[src/rtl/imem_boot_loader.sv]
// ============================================================================
//  Module   : imem_boot_loader
//  Purpose  : Framed byte-stream loader for IMEM port A; holds the CPU in
//             reset until the image is written. LOADER_CHECKSUM_EN adds a
//             trailing XOR checksum byte.
//  Revision : 1.0  initial release
// ============================================================================
`default_nettype none

module imem_boot_loader #(
   parameter int         ADDR_W    = 12,
   parameter int         MAX_WORDS = 4096,
   parameter logic [7:0] SYNC_BYTE = 8'hA5
) (
   input  logic              clk,
   input  logic              rst,
   input  logic [7:0]        rx_data,
   input  logic              rx_valid,
   output logic              rx_ready,
   output logic [3:0]        imem_wea,
   output logic [ADDR_W-1:0] imem_addra,
   output logic [31:0]       imem_dina,
   output logic              cpu_rst,
   output logic              load_done,
   output logic              load_err,
   output logic [ADDR_W:0]   words_loaded
);

   typedef enum logic [2:0] {
      S_IDLE  = 3'd0,
      S_LEN0  = 3'd1,
      S_LEN1  = 3'd2,
      S_DATA  = 3'd3,
      S_WRITE = 3'd4,
`ifdef LOADER_CHECKSUM_EN
      S_CSUM  = 3'd5,
`endif
      S_DONE  = 3'd6,
      S_ERR   = 3'd7
   } state_t;

   state_t          r_state;
   logic [1:0]      r_byteIdx;
   logic [23:0]     r_word;
   logic [7:0]      r_lenLo;
   logic [ADDR_W:0] r_wordCount;
`ifdef LOADER_CHECKSUM_EN
   logic [7:0]      r_csum;
`endif

   logic            w_take;
   logic [15:0]     w_lenN;
   logic [ADDR_W:0] w_nextCount;

   assign w_take      = rx_valid && rx_ready;
   assign w_lenN      = {rx_data, r_lenLo};
   assign w_nextCount = words_loaded + 1'b1;

   always_ff @(posedge clk) begin
      if (rst) begin
         r_state      <= S_IDLE;
         r_byteIdx    <= 2'd0;
         r_word       <= 24'd0;
         r_lenLo      <= 8'd0;
         r_wordCount  <= '0;
         rx_ready     <= 1'b1;
         imem_wea     <= 4'h0;
         imem_addra   <= '0;
         imem_dina    <= 32'd0;
         cpu_rst      <= 1'b1;
         load_done    <= 1'b0;
         load_err     <= 1'b0;
         words_loaded <= '0;
`ifdef LOADER_CHECKSUM_EN
         r_csum       <= 8'd0;
`endif
      end else begin
         imem_wea <= 4'h0;
         case (r_state)
            S_IDLE: begin
`ifdef LOADER_CHECKSUM_EN
               r_csum <= 8'd0;
`endif
               if (w_take && rx_data == SYNC_BYTE)
                  r_state <= S_LEN0;
            end

            S_LEN0: begin
               if (w_take) begin
                  r_lenLo <= rx_data;
`ifdef LOADER_CHECKSUM_EN
                  r_csum  <= r_csum ^ rx_data;
`endif
                  r_state <= S_LEN1;
               end
            end

            S_LEN1: begin
               if (w_take) begin
`ifdef LOADER_CHECKSUM_EN
                  r_csum <= r_csum ^ rx_data;
`endif
                  if (32'(w_lenN) > MAX_WORDS) begin
                     r_state  <= S_ERR;
                     rx_ready <= 1'b0;
                     load_err <= 1'b1;
                  end else if (w_lenN == 16'd0) begin
`ifdef LOADER_CHECKSUM_EN
                     r_state   <= S_CSUM;
`else
                     r_state   <= S_DONE;
                     rx_ready  <= 1'b0;
                     cpu_rst   <= 1'b0;
                     load_done <= 1'b1;
`endif
                  end else begin
                     r_wordCount <= w_lenN[ADDR_W:0];
                     r_byteIdx   <= 2'd0;
                     r_state     <= S_DATA;
                  end
               end
            end

            S_DATA: begin
               if (w_take) begin
`ifdef LOADER_CHECKSUM_EN
                  r_csum <= r_csum ^ rx_data;
`endif
                  r_byteIdx <= r_byteIdx + 2'd1;
                  case (r_byteIdx)
                     2'd0: r_word[7:0]   <= rx_data;
                     2'd1: r_word[15:8]  <= rx_data;
                     2'd2: r_word[23:16] <= rx_data;
                     default: begin
                        // Registered write strobe: lands in the cycle after the 4th byte.
                        imem_wea   <= 4'hF;
                        imem_addra <= words_loaded[ADDR_W-1:0];
                        imem_dina  <= {rx_data, r_word};
                        rx_ready   <= 1'b0;
                        r_state    <= S_WRITE;
                     end
                  endcase
               end
            end

            S_WRITE: begin
               words_loaded <= w_nextCount;
               if (w_nextCount == r_wordCount) begin
`ifdef LOADER_CHECKSUM_EN
                  rx_ready  <= 1'b1;
                  r_state   <= S_CSUM;
`else
                  r_state   <= S_DONE;
                  cpu_rst   <= 1'b0;
                  load_done <= 1'b1;
`endif
               end else begin
                  rx_ready <= 1'b1;
                  r_state  <= S_DATA;
               end
            end

`ifdef LOADER_CHECKSUM_EN
            S_CSUM: begin
               if (w_take) begin
                  rx_ready <= 1'b0;
                  if (rx_data == r_csum) begin
                     r_state   <= S_DONE;
                     cpu_rst   <= 1'b0;
                     load_done <= 1'b1;
                  end else begin
                     r_state  <= S_ERR;
                     load_err <= 1'b1;
                  end
               end
            end
`endif

            S_DONE: begin
               rx_ready <= 1'b0;
            end

            S_ERR: begin
               rx_ready <= 1'b0;
            end

            default: begin
               r_state  <= S_ERR;
               rx_ready <= 1'b0;
               load_err <= 1'b1;
            end
         endcase
      end
   end

endmodule

`default_nettype wire
[config.mk]
export PLATFORM = sky130hd
export DESIGN_NAME = imem_boot_loader
export DESIGN_NICKNAME = d
export VERILOG_FILES = /design/src/rtl/imem_boot_loader.sv
export SDC_FILE = /design/constraint.sdc
export NUM_CORES = 1
export LEC_CHECK = 0
export CORE_MARGIN = 2
export CORE_UTILIZATION = 35
export CTS_CLUSTER_SIZE = 25
export DETAILED_ROUTE_END_ITERATION = 10
export GPL_ROUTABILITY_DRIVEN = 0
export SETUP_SLACK_MARGIN = 0.2
export SYNTH_ARGS = -nofsm -noshare
export SYNTH_HDL_FRONTEND = slang
export SYNTH_SLANG_ARGS = --single-unit
[constraint.sdc]
create_clock -name clk -period 7.3 [get_ports clk]
set_input_delay 2.19 -clock clk [delete_from_list [all_inputs] [get_ports clk]]
set_output_delay 2.19 -clock clk [all_outputs]
set_load 0.01 [all_outputs]
==> results of run 1 <==
-- cell type report --
| class | count | area [um^2] |
|---|---|---|
| Tap cell | 176 | 220.2 |
| Sequential cell | 112 | 2242 |
| Timing Repair Buffer | 79 | 778.2 |
| Clock inverter | 3 | 25.02 |
| Clock buffer | 13 | 260.3 |
| Multi-Input combinational cell | 418 | 2307 |
| Inverter | 7 | 26.28 |
| Fill cell | 1295 | 7436 |
-- layout by cell type (no fill, tap or decap), types with 2 or more instances in the layout --
cell / n
dfxtp_1: 112
nand3_1: 31
ha_1: 5
and4_2: 2
nand2_1: 131
mux2i_1: 23
clkbuf_8: 2
a311oi_1: 3
nor2_1: 46
clkbuf_16: 9
and2_1: 2
nand4_1: 2
o311ai_0: 2
nor2b_1: 4
a31oi_1: 5
buf_4: 5
and3_1: 2
nand2b_1: 4
a22oi_1: 2
o21ai_0: 10
inv_1: 7
clkbuf_1: 2
nor3_1: 8
xnor2_1: 16
or3_1: 5
nor3_2: 2
xor2_1: 9
and4_1: 2
nor4_1: 4
clkdlybuf4s50_1: 74
a21oi_1: 80
-- worst max path at each step --
stage | from | to | slack [ns] | cells after the start
6_report | rx_valid | imem_dina[31] | 2.82 | 8
5_1_grt | rx_data[1] | r_wordCount[7] | 2.59 | 8
4_1_cts | rx_valid | imem_dina[21] | 2.83 | 8
3_5_place_dp | rx_valid | imem_dina[21] | 2.47 | 8
3_3_place_gp | rx_data[1] | r_wordCount[3] | 2.53 | 8
2_1_floorplan | rx_data[1] | r_wordCount[10] | 3.33 | 9
-- power by group --
group,internal [mW],switching (mW),leakage [nW]
logic,0.00716,0.0196,0.870
registers,0.611,0.000498,0.902
clock network,0.253,0.216,0.136
total,0.870,0.236,1.91
-- logic make-up (layout without fill, tap and decap cells) --
group                      count (synthesis)  in the layout  synth area share (%)
AOI/OAI and AO/OA                        110            110                 12.68
xor gates and xnor gates                  25             25                 4.584
adders and majority gates                  5              5                 1.310
buffers and inverters                     55            102                 4.819
DFF                                      112            112                 46.94
muxes                                     23             23                 4.819
and+or+nand+nor                          255            255                 24.86
-- worst max-delay path, delay by kind of cell --
| kind | cells | cell delay [ns] |
|---|---|---|
| AOI/OAI and AO/OA | 1 | 0.13 |
| buffers and inverters | 3 | 1.26 |
| and+or+nand+nor | 4 | 1.14 |
-- registers in the layout, indices dropped and copies added, names as in the netlist --
signal,count
r_lenLo,8
load_err,1
load_done,1
words_loaded,13
rx_ready,1
r_state,3
r_word,24
cpu_rst,1
r_byteIdx,2
r_wordCount,13
imem_wea,1
imem_addra,12
imem_dina,32
-- routing by layer --
| layer | GRT usage (%) | up-vias | routed length (um) |
|---|---|---|---|
| li1 | - | 2049 | - |
| met4 | 5.596 | 0 | 141 |
| met1 | 22.14 | 1906 | 5507 |
| met3 | 3.066 | 9 | 499 |
| met5 | 0 | - | 0 |
| met2 | 24.82 | 83 | 5247 |
==> flow_summary.ini, run 1 <==
[synth]
synth_common_cells = nand2_1 (131), dfxtp_1 (112), a21oi_1 (80)
ys_warn_count = 0
yosysMostFrequentCell = nand2_1
syn_avg_cell_area_um2 = 8.166
synthArstFlopShare_pct = 0
syn-cell-area_um2 = 4777
syn_nets = 601
yosysTopAreaCell = dfxtp_1
netlist.area_leader.share_pct = 46.94
seq_area_frac_synth_pct = 46.94
synth.area.top_cells = dfxtp_1 (47%), nand2_1 (10%), a21oi_1 (8.4%)
ys.flop_type = dfxtp_1
yosysUniqueCellTypes = 46
synthCells = 585
ys_ff_latch = 112
synth_edf_count = 0

[routing]
viasPerCell = 5.009
dr.pass1.iters = 8
wl_per_cell_um = 14.10
ant_nets = 0
vias = 4047
drc = 0
drt-total-wl_um = 11400
drt-initial-drc-count = 331

[worst_setup_path]
regToRegSetupSlack_ns = 4.63
cpMostUsedCell = buf_4
crit_type = primary input to flip-flop
r2r_end = imem_dina[31]
cp-start-kind = primary input
path_max_fanout = 31
critical_path.cell_chain = clkdlybuf4s50_1 > nand3_1 > nor2_2 > buf_4 > and2_1 > buf_4 > nand2_1 > a21oi_1
cp-end-kind = flip-flop
reg2regPathDepth = 7
required_ns = 7.56
cp_data_arrival_time_ns = 4.75
critical_path.max_stage_delay_ns = 0.67
critPathSlowestCell = and2_1
reg2reg_from = r_state[0]

[place]
placed_cells = 792
hpwl_um = 7811
placed_area_um2 = 5574
portBuffers = 75
dp_slack_ns = 2.474

[global_route]
grt_first_pass_wirelength_um = 18760
grt_overflow_total = 0
grtUsageTotal_pct = 16.00
grt_pass1_vias = 3757
antenna_found_initial = 0
grt_max_degree = 113

[flow_run]
drv_cap = 0

[clock_network]
cts_tree = built
cts_buffer_depth = 2
cts_made_buffers = 9
clkLatencyLatePin_ns = 0.35
clock_sinks = 112
htree_levels = 3
clk_pin_slew_worst_paths_ns = 0.07
cts_resized = 0
holdBufCountCts = 0
clock-root-buffer = clkbuf_16
cts_setup_buffers = 0

[timing]
fin_setup_tns_ns = 0
holdWs_ns = 0.4549
finalCriticalPeriod_ns = 4.481
worst_pin_slew_ns = 1.145
rsz0062_at_grt = no
relSlewSlack_pct = 23.65
finalClockSkew_ns = 0.006801
fmax_mhz = 223.1
hold_viol = 0
setup_slack_ns = 2.819
slew_violations = 0
period_share_pct = 61.39
finalSetupViolCount = 0

[floorplan]
die_h_um = 120.8
coreArea_um2 = 13300
row_count = 42
die_x_um = 120.8
dieArea_um2 = 14600
io-pin-count = 76
start_util_pct = 35.93

[run_status]
status = complete, no violations

[min_path]
hold_end = imem_dina[7]
worstHoldPathCells = 2
min_path_type = flip-flop to flip-flop
worstHoldStart = imem_dina[7]

[power]
finalPower_mw = 1.106
leakagePower_nw = 1.908
power_density_nw_per_um2 = 188.8
worst_ir_drop_vdd_v = 0.0001080

[finish]
final_util_pct = 44.07
finalInstanceArea_um2 = 5859
syn_to_final_growth_pct = 22.66
diodes = 0
finalNetCount = 643
final-instance-count-excl-fill = 808
drive_gt1_share_pct = 5.063
Power figures use the tool's default switching activity.
==> run 2, diff against run 1 <==
clock period = 4.15 ns   (was 7.3 ns; I/O delays follow)
==> flow_summary.ini, run 2 (same netlist as run 1, synthesis figures left out) <==
[run_status]
status = complete, no violations

[worst_setup_path]
regToRegSetupSlack_ns = 1.50
critical_path.max_stage_delay_ns = 0.63
cp_data_arrival_time_ns = 3.65
startpoint = rx_data[1]
path_buf_inv = 2
critical_path.cell_chain = clkdlybuf4s50_1 > nor4_1 > a31oi_1 > nor3b_1 > nor2b_1 > buf_4 > mux2i_1 > nor2_1
path_max_fanout = 13
crit_type = primary input to flip-flop
cp-start-kind = primary input
crit_family = simple AND/OR/NAND/NOR gates
critPathSlowestCell = nor4_1
cp-end-kind = flip-flop
required_ns = 4.35
reg2reg_from = words_loaded[0]

[timing]
finalSetupViolCount = 0
fin_setup_tns_ns = 0
slew_violations = 0
fmax_mhz = 289.8
hold_viol = 0
setup_slack_ns = 0.6989
worst_pin_slew_ns = 0.9706
period_share_pct = 83.16
finalClockSkew_ns = 0.009949
holdWs_ns = 0.4552
rsz0062_at_grt = no
relSlewSlack_pct = 34.80
finalCriticalPeriod_ns = 3.451

[floorplan]
die_h_um = 120.8
dieArea_um2 = 14600
die_x_um = 120.8
coreArea_um2 = 13300
io-pin-count = 76
start_util_pct = 35.93
row_count = 42

[clock_network]
clock_sinks = 112
cts_resized = 0
holdBufCountCts = 0
cts_tree = built
clk_pin_slew_worst_paths_ns = 0.07
cts_buffer_depth = 2
htree_levels = 3
cts_setup_buffers = 0
clock-root-buffer = clkbuf_16
clkLatencyLatePin_ns = 0.35
cts_made_buffers = 9

[finish]
largest_reg_flops = 32
diodes = 0
syn_to_final_growth_pct = 24.41
final_common_cell = nand2_1
finalInstanceArea_um2 = 5943
drive_gt1_share_pct = 6.122
finalNetCount = 649
layout_common_cells = nand2_1 (131), dfxtp_1 (112), a21oi_1 (80), clkdlybuf4s50_1 (74), nor2_1 (46)
top_regs = imem_dina x32, r_word x24
top_register = imem_dina

[routing]
vias = 4078
dr.pass1.iters = 5
ant_nets = 0
drt-initial-drc-count = 282
wl_per_cell_um = 14.14
drt-total-wl_um = 11500
viasPerCell = 5.016
drc = 0

[power]
leakagePower_nw = 1.950
p_comb_share_pct = 2.6
worst_ir_drop_vdd_v = 0.0002015
power_density_nw_per_um2 = 337.6
seqPwrFrac_pct = 53.6
power.switching_uw = 442.5
finalPower_mw = 2.007
p_int_mw = 1.564
p_sw_share_pct = 22.05
pwr-share-clk_pct = 43.9

[place]
hpwl_um = 8040
dp_slack_ns = 0.3885
placed_area_um2 = 5644
portBuffers = 75

[global_route]
grt_max_degree = 84
grt_pass1_vias = 3839
antenna_found_initial = 0
grt_first_pass_wirelength_um = 18980
grtUsageTotal_pct = 16.23
grt_overflow_total = 0

[flow_run]
drv_cap = 0

[min_path]
min_path_type = flip-flop to flip-flop
worstHoldStart = imem_dina[3]
## run 2: cell types whose count changed in the layout (fill, tap and decap cells not counted), moves of 2 or more
| cell | delta |
|---|---|
| clkbuf_8 | -2 |
| buf_12 | +2 |
| buf_4 | +4 |
| clkbuf_1 | -2 |
## run 2: worst paths after layout
path,endpoint,depth (start not counted)
worst max-delay path,r_wordCount[11],8
worst min-delay path,imem_dina[3],2
worst max register to register,r_state[2],7
worst min register to register,imem_dina[3],2
## run 2: metal layers
metal | global-route usage [%] | part of all wire [%]
met1 | 21.59 | 47
met2 | 26.69 | 48
met3 | 2.642 | 3.9
met4 | 5.451 | 1.3
met5 | 0 | 0
## run 2: per-stage QoR
stage                     util, %  instances
after floorplan                 -        585
after global placement      42.45        798
after detailed placement    42.45        798
after CTS                   44.70        813
after global routing        44.70        813
final                       44.70        813
## run 2: tightest hold or removal path, stage by stage (launching register included)
cell     delay, ns
dfxtp_1       0.31
nand2_1       0.05
a21oi_1       0.05
## run 2: power groups by stage
| stage | Sequential [mW] | Combinational, mW | Clock, mW |
|---|---|---|---|
| after floorplan | 1.10 | 0.0261 | 0 |
| after global placement | 1.10 | 0.0508 | 0 |
| after detailed placement | 1.10 | 0.0517 | 0 |
| after CTS | 1.07 | 0.0520 | 0.898 |
| after global routing | 1.07 | 0.0557 | 0.946 |
| final | 1.07 | 0.0513 | 0.880 |
## run 2: final cells by class
| type | count | area, um^2 |
|---|---|---|
| Inverter | 7 | 26.28 |
| Multi-Input combinational cell | 418 | 2307 |
| Timing Repair Buffer | 85 | 848.3 |
| Fill cell | 1321 | 7352 |
| Tap cell | 176 | 220.2 |
| Clock buffer | 9 | 225.2 |
| Sequential cell | 112 | 2242 |
| Clock inverter | 6 | 73.82 |
